## src/rtl/exec_alu_div_unit_if.sv

```systemverilog
// rtl/exec_alu_div_unit_if.sv - execute-stage operand, flag and stall bundle
// The master drives operands and controls; the slave (execute unit) returns results.
interface exec_alu_div_unit_if #(parameter int WIDTH = 64);
  logic             ALUSrc;
  logic             dOrImm;
  logic [2:0]       ALUOp;
  logic [8:0]       dAddr9;
  logic [11:0]      imm12;
  logic [WIDTH-1:0] A;
  logic [WIDTH-1:0] ReadData2;
  logic             saveCond;
  logic             div;
  logic [WIDTH-1:0] result;
  logic             negative;
  logic             zero;
  logic             overflow;
  logic             carry_out;
  logic [3:0]       flags;
  logic             stall;

  modport master (
    output ALUSrc, dOrImm, ALUOp, dAddr9, imm12, A, ReadData2, saveCond, div,
    input  result, negative, zero, overflow, carry_out, flags, stall
  );

  modport slave (
    input  ALUSrc, dOrImm, ALUOp, dAddr9, imm12, A, ReadData2, saveCond, div,
    output result, negative, zero, overflow, carry_out, flags, stall
  );
endinterface

```

## src/rtl/exec_alu_div_unit.sv

```systemverilog
// rtl/exec_alu_div_unit.sv - execute-stage ALU, condition-flag register and stalling divider
// Combinational ALU/flags; restoring unsigned divider producing one quotient bit per cycle.
module exec_alu_div_unit #(
  parameter int WIDTH      = 64,
  parameter int DIV_CYCLES = WIDTH
) (
  input  logic                clk,
  input  logic                reset,
  exec_alu_div_unit_if.slave  bus
);
  localparam int CW = $clog2(DIV_CYCLES + 1);

  typedef enum logic [1:0] {IDLE, BUSY, DONE} divState_t;

  logic [WIDTH-1:0] opB;
  logic [WIDTH-1:0] addB;
  logic [WIDTH:0]   sum;
  logic [WIDTH-1:0] aluResult;
  logic             isAdd;
  logic             isSub;
  logic [3:0]       flagReg;

  divState_t        state;
  logic [CW-1:0]    count;
  logic [WIDTH-1:0] dividend;
  logic [WIDTH-1:0] divisor;
  logic [WIDTH-1:0] rem;
  logic [WIDTH-1:0] quotient;
  logic [WIDTH:0]   remShift;
  logic [WIDTH:0]   diff;
  logic             qBit;

  always_comb begin
    if (!bus.ALUSrc)
      opB = bus.ReadData2;
    else if (bus.dOrImm)
      opB = {{(WIDTH-12){1'b0}}, bus.imm12};
    else
      opB = {{(WIDTH-9){bus.dAddr9[8]}}, bus.dAddr9};
  end

  assign isAdd = (bus.ALUOp == 3'b010);
  assign isSub = (bus.ALUOp == 3'b011);

  // Subtract reuses the adder as A + ~B + 1 so carry means "no borrow".
  assign addB = isSub ? ~opB : opB;
  assign sum  = {1'b0, bus.A} + {1'b0, addB} + (WIDTH+1)'(isSub);

  always_comb begin
    aluResult = '0;
    case (bus.ALUOp)
      3'b000:         aluResult = opB;
      3'b010, 3'b011: aluResult = sum[WIDTH-1:0];
      3'b100:         aluResult = bus.A & opB;
      3'b101:         aluResult = bus.A | opB;
      3'b110:         aluResult = bus.A ^ opB;
      default:        aluResult = '0;
    endcase
  end

  assign bus.negative  = aluResult[WIDTH-1];
  assign bus.zero      = (aluResult == '0);
  assign bus.carry_out = (isAdd | isSub) & sum[WIDTH];
  assign bus.overflow  = (isAdd | isSub) & (bus.A[WIDTH-1] == addB[WIDTH-1])
                         & (sum[WIDTH-1] != bus.A[WIDTH-1]);

  always_ff @(posedge clk or posedge reset) begin
    if (reset)
      flagReg <= 4'b0000;
    else if (bus.saveCond)
      flagReg <= {bus.carry_out, bus.overflow, bus.zero, bus.negative};
  end

  assign bus.flags = flagReg;

  // Restoring step: the borrow of the trial subtract decides the quotient bit.
  // A zero divisor never borrows, so the quotient naturally saturates to all-ones.
  assign remShift = {rem, dividend[WIDTH-1]};
  assign diff     = remShift - {1'b0, divisor};
  assign qBit     = ~diff[WIDTH];

  always_ff @(posedge clk or posedge reset) begin
    if (reset) begin
      state    <= IDLE;
      count    <= '0;
      dividend <= '0;
      divisor  <= '0;
      rem      <= '0;
      quotient <= '0;
    end else begin
      case (state)
        IDLE: begin
          if (bus.div) begin
            dividend <= bus.A;
            divisor  <= bus.ReadData2;
            rem      <= '0;
            count    <= '0;
            state    <= BUSY;
          end
        end
        BUSY: begin
          rem      <= qBit ? diff[WIDTH-1:0] : remShift[WIDTH-1:0];
          dividend <= {dividend[WIDTH-2:0], qBit};
          count    <= count + CW'(1);
          if (count == CW'(DIV_CYCLES - 1)) begin
            quotient <= {dividend[WIDTH-2:0], qBit};
            state    <= DONE;
          end
        end
        DONE:    state <= IDLE;
        default: state <= IDLE;
      endcase
    end
  end

  // Gated by reset so an in-flight divide releases the pipeline immediately.
  assign bus.stall  = ~reset & (((state == IDLE) & bus.div) | (state == BUSY));
  assign bus.result = bus.div ? quotient : aluResult;
endmodule

```

## src/flat_wrapper.sv

```systemverilog
// flat-port wrapper written by rule: the top's interface ports become plain ports
module exec_alu_div_unit_flat 
#(
  parameter int WIDTH      = 64,
  parameter int DIV_CYCLES = WIDTH
)
  (clk, reset, bus_ALUSrc, bus_dOrImm, bus_ALUOp, bus_dAddr9, bus_imm12, bus_A, bus_ReadData2, bus_saveCond, bus_div, bus_result, bus_negative, bus_zero, bus_overflow, bus_carry_out, bus_flags, bus_stall);
  exec_alu_div_unit_if #(.WIDTH(WIDTH)) bus_i ();
  input  logic clk;
  input  logic reset;
  input wire logic [$bits(bus_i.ALUSrc)-1:0] bus_ALUSrc;
  input wire logic [$bits(bus_i.dOrImm)-1:0] bus_dOrImm;
  input wire logic [$bits(bus_i.ALUOp)-1:0] bus_ALUOp;
  input wire logic [$bits(bus_i.dAddr9)-1:0] bus_dAddr9;
  input wire logic [$bits(bus_i.imm12)-1:0] bus_imm12;
  input wire logic [$bits(bus_i.A)-1:0] bus_A;
  input wire logic [$bits(bus_i.ReadData2)-1:0] bus_ReadData2;
  input wire logic [$bits(bus_i.saveCond)-1:0] bus_saveCond;
  input wire logic [$bits(bus_i.div)-1:0] bus_div;
  output wire logic [$bits(bus_i.result)-1:0] bus_result;
  output wire logic [$bits(bus_i.negative)-1:0] bus_negative;
  output wire logic [$bits(bus_i.zero)-1:0] bus_zero;
  output wire logic [$bits(bus_i.overflow)-1:0] bus_overflow;
  output wire logic [$bits(bus_i.carry_out)-1:0] bus_carry_out;
  output wire logic [$bits(bus_i.flags)-1:0] bus_flags;
  output wire logic [$bits(bus_i.stall)-1:0] bus_stall;
  assign bus_i.ALUSrc = bus_ALUSrc;
  assign bus_i.dOrImm = bus_dOrImm;
  assign bus_i.ALUOp = bus_ALUOp;
  assign bus_i.dAddr9 = bus_dAddr9;
  assign bus_i.imm12 = bus_imm12;
  assign bus_i.A = bus_A;
  assign bus_i.ReadData2 = bus_ReadData2;
  assign bus_i.saveCond = bus_saveCond;
  assign bus_i.div = bus_div;
  assign bus_result = bus_i.result;
  assign bus_negative = bus_i.negative;
  assign bus_zero = bus_i.zero;
  assign bus_overflow = bus_i.overflow;
  assign bus_carry_out = bus_i.carry_out;
  assign bus_flags = bus_i.flags;
  assign bus_stall = bus_i.stall;
  exec_alu_div_unit #(.WIDTH(WIDTH), .DIV_CYCLES(DIV_CYCLES)) u_core (.clk(clk), .reset(reset), .bus(bus_i));
endmodule
```

## config.mk

```make
export PLATFORM = sky130hd
export DESIGN_NAME = exec_alu_div_unit_flat
export DESIGN_NICKNAME = d
export VERILOG_FILES = /design/src/rtl/exec_alu_div_unit_if.sv /design/src/rtl/exec_alu_div_unit.sv /design/src/flat_wrapper.sv
export SDC_FILE = /design/constraint.sdc
export NUM_CORES = 1
export LEC_CHECK = 0
export CAP_MARGIN = 20
export CORE_MARGIN = 2
export CORE_UTILIZATION = 65
export CTS_BUF_LIST = sky130_fd_sc_hd__clkbuf_8
export DETAILED_ROUTE_END_ITERATION = 10
export PLACE_DENSITY = 0.88
export SLEW_MARGIN = 0
export SYNTH_ARGS = -nofsm -noshare
export SYNTH_HDL_FRONTEND = slang
export SYNTH_SLANG_ARGS = --single-unit
```

## constraint.sdc

```tcl
create_clock -name clk -period 16 [get_ports clk]
set_clock_uncertainty 0.2 [all_clocks]
set_input_delay 3.2 -clock clk [delete_from_list [all_inputs] [get_ports clk]]
set_output_delay 3.2 -clock clk [all_outputs]
set_load 0.005 [all_outputs]
```

==> out/qor.csv, run 1 <==
stage,metric,value,unit
status,status,"finished, final reports clean",
critical_path,start_kind,primary input,
detailed_routing,avgViaCountPerCell,6.96,
clock_tree,cts_tree,yes,
synthesis,syn-cell-area,25900,µm²
critical_path,r2r_slack,10140,ps
final_layout,fin_cells,3854,
synthesis,synth-edff-count,0,
sta,setup_tns,0,ps
run,maxCapViolCount,0,
sta,drv_slew,0,
placed_design,io_buffers,230,
clock_tree,htreeDepth,2,
detailed_routing,drtPass1Iterations,7,
power,power.density,156,nW/µm²
synthesis,synthArstFlopShare,100,%
sta,rsz0062_at_grt,no,
sta,fmax,71.3,MHz
detailed_routing,drtAntennaViolNets,0,
detailed_routing,avgRoutedWirePerCell,25.4,µm
power,vdd_drop_max,0.232,mV
synthesis,ys_ff_latch,269,
clock_tree,clockBufferDepth,3,
clock_tree,cts_resized,0,
detailed_routing,dr_wl_met3,11900,µm
detailed_routing,drc,0,
clock_tree,cts_setup_buffers,0,
final_layout,nNetsFinal,3719,
detailed_routing,vias,26800,
global_route,grt-ovfl-total,0,
global_route,grt_max_degree,129,
final_layout,layout-drive-gt1-share,7.91,%
sta,tightest_slew,1140,ps
sta,slew_headroom,24.2,%
placed_design,dpl.hpwl,69000,µm
worst_hold_path,hp-class,flop to flop,
critical_path,critical_path_class,primary input to primary output,
clock_tree,cts_sinks,269,
sta,timing.hold.ws,304,ps
critical_path,cp-end-kind,primary output,
global_route,antenna_found_initial,4,
synthesis,syn_inst,3184,
critical_path,worstPathRequired,12600,ps
detailed_routing,dr.first_iter.drc_count,3702,
floorplanning,die_y,204,µm
clock_tree,cts_root_buffer,clkbuf_8,
floorplanning,initial_utilization,65.5,%
global_route,grt_pass1_wl,149000,µm
floorplanning,rows,73,
synthesis,synth_top_cell_by_area,dfrtp_1,
critical_path,crit_arrival,10620,ps
synthesis,synth.distinct_cells,99,
global_route,grt_pass1_vias,26200,
placed_design,pre_cts_slack,2350,ps
synthesis,avgSynthCellArea,8.14,µm²
placed_design,placed_area,28300,µm²
detailed_routing,top_layer_used,met5,
sta,setup_viol,0,
synthesis,syn_nets,3613,
clock_tree,insertion_delay,680,ps
placed_design,routabilityCongestion,0.998,
sta,hold_viol,0,
clock_tree,postCtsHoldBufs,0,
floorplanning,die_w,204,µm
synthesis,synth_ff_type,dfrtp_1,
clock_tree,clkTransAtPathRegs,60,ps
placed_design,placed_cells,3765,
synthesis,ys_seq_area_share,26.0,%
detailed_routing,drt_wl_total,97700,µm
floorplanning,ios,231,
sta,min_period_over_period,87.7,%
global_route,grtUsageTotal,46.0,%
synthesis,synth_top_area_share,26.0,%
critical_path,cp_max_fo,20,
detailed_routing,wl_met1,37000,µm
sta,fin_crit,14020,ps
power,cellLeakagePower,13.2,nW
final_layout,area_growth,13.8,%
floorplanning,core_area,39500,µm²
synthesis,synth.area.top_cells,"dfrtp_1, ha_1, nand2_1",
floorplanning,die_area,41500,µm²
detailed_routing,dr_wl_met2,43000,µm
final_layout,num-fill-cells,2733,
final_layout,stdcell_area,29500,µm²
sta,worst_slack,1980,ps
clock_tree,numCtsBuffers,45,
synthesis,yosysWarnings,0,
-- worst paths after layout --
path,start,to,depth (start not counted)
setup / recovery,bus_dOrImm,bus_zero,19
hold / removal,u_core.quotient[16]$_DFFE_PP0P_,u_core.quotient[16]$_DFFE_PP0P_,1
setup reg to reg,u_core.dividend[63]$_DFFE_PP0P_,u_core.rem[1]$_DFFE_PP0P_,16
hold reg to reg,u_core.quotient[16]$_DFFE_PP0P_,u_core.quotient[16]$_DFFE_PP0P_,1
max in group asynchronous,reset,u_core.state[0]$_DFFE_PP0P_,4
min in group asynchronous,reset,u_core.divisor[5]$_DFFE_PP0P_,2
-- placed cells by master, fill, tap and decap left out, types with 85 or more instances in the layout --
master           Yosys  layout
nand3_1             85      85
nand2_1            379     379
clkdlybuf4s50_1      0     227
o21ai_0            281     281
mux2i_1            106     106
nor2_1             133     132
ha_1               269     269
mux2_2              98      98
a21oi_1            183     183
inv_1              235     242
a22oi_1             85      85
a21o_1             117     117
xnor2_1            121     120
dfrtp_1            269     267
-- sequential cells by signal (all words and copies together), names as in the netlist --
name and count:
u_core.quotient 64, u_core.dividend 64, u_core.rem 64, u_core.count 7, u_core.divisor 64, u_core.state 2, u_core.bus.flags 4
-- routing by layer --
layer | GRT usage [%] | vias to the layer above
li1 | - | 11700
met1 | 58.5 | 12800
met2 | 70.8 | 1855
met3 | 12.5 | 424
met4 | 25.3 | 2
met5 | 0 | -
-- cells in the mapped netlist (19+ instances only) --
cell / number
o21ai_0: 281
a22oi_1: 85
a21o_1: 117
clkbuf_1: 150
o22ai_1: 60
xnor2_1: 121
mux2i_1: 106
inv_1: 235
o21a_1: 24
nor3_1: 50
nand2_1: 379
ha_1: 269
a21oi_1: 183
a211oi_1: 22
o31a_1: 23
o311ai_0: 32
nand3_1: 85
o211ai_1: 26
nand4_1: 44
mux2_2: 98
buf_1: 35
xor2_1: 32
nor2_1: 133
dfrtp_1: 269
nor2b_1: 19
-- logic make-up (layout without fill, tap and decap cells) --
group           after synthesis  after routing  share of synthesized area, %
simple gates                826            826                          14.8
fa+ha+maj                   271            271                          13.1
compound gates             1019           1019                          25.7
buf+inv                     439            582                          6.57
xor+xnor                    154            154                          5.24
other cells                   0              2                             0
flops                       269            269                          26.0
mux                         206            206                          8.50
-- per-stage QoR --
stage / power (mW) / utilization [%]
final: 4.61 / 74.6
after global routing: 4.87 / 74.6
after CTS: 4.51 / 74.4
after detailed placement: 3.68 / 71.6
after global placement: 3.53 / 71.6
after floorplan: 2.99 / -
-- worst max-delay path: stages --
cell,delay [ps]
clkdlybuf4s50_1,780
nor2b_1,540
and2_2,560
a21o_1,240
xnor2_1,110
ha_1,510
nand4_1,320
or2_2,410
a311oi_1,570
o31ai_1,150
and4_1,240
nor3_1,790
a21oi_1,320
o41a_1,480
xnor2_1,190
o221a_2,240
nand4_1,260
nor2_1,190
clkdlybuf4s50_1,510
-- cell type report --
type	count	area (µm²)	area share (%)
clock inverter	24	290	0.984
tap	525	657	2.23
multi-input combinational	2476	17500	59.5
inverter	238	902	3.06
sequential	269	6730	22.8
timing repair buffer	260	2540	8.61
clock buffer	60	826	2.80
antenna	2	5.00	0.0170
-- where the power goes --
group,internal (mW),switching [mW]
combinational,1.09,1.63
clock,0.437,0.332
sequential,0.927,0.183
total,2.46,2.15
Note: power is estimated with default switching activity, not from simulation.
==> inputs of run 2 (changes only) <==
--- a/config.mk
+++ b/config.mk
@@ -10,6 +10,7 @@
 export CORE_UTILIZATION = 65
 export CTS_BUF_LIST = sky130_fd_sc_hd__clkbuf_8
 export DETAILED_ROUTE_END_ITERATION = 10
+export HOLD_SLACK_MARGIN = 0.02
 export PLACE_DENSITY = 0.88
 export SLEW_MARGIN = 0
 export SYNTH_ARGS = -nofsm -noshare
==> results of run 2 <==
Final layout, timing and power as in run 1 (identical DEF).
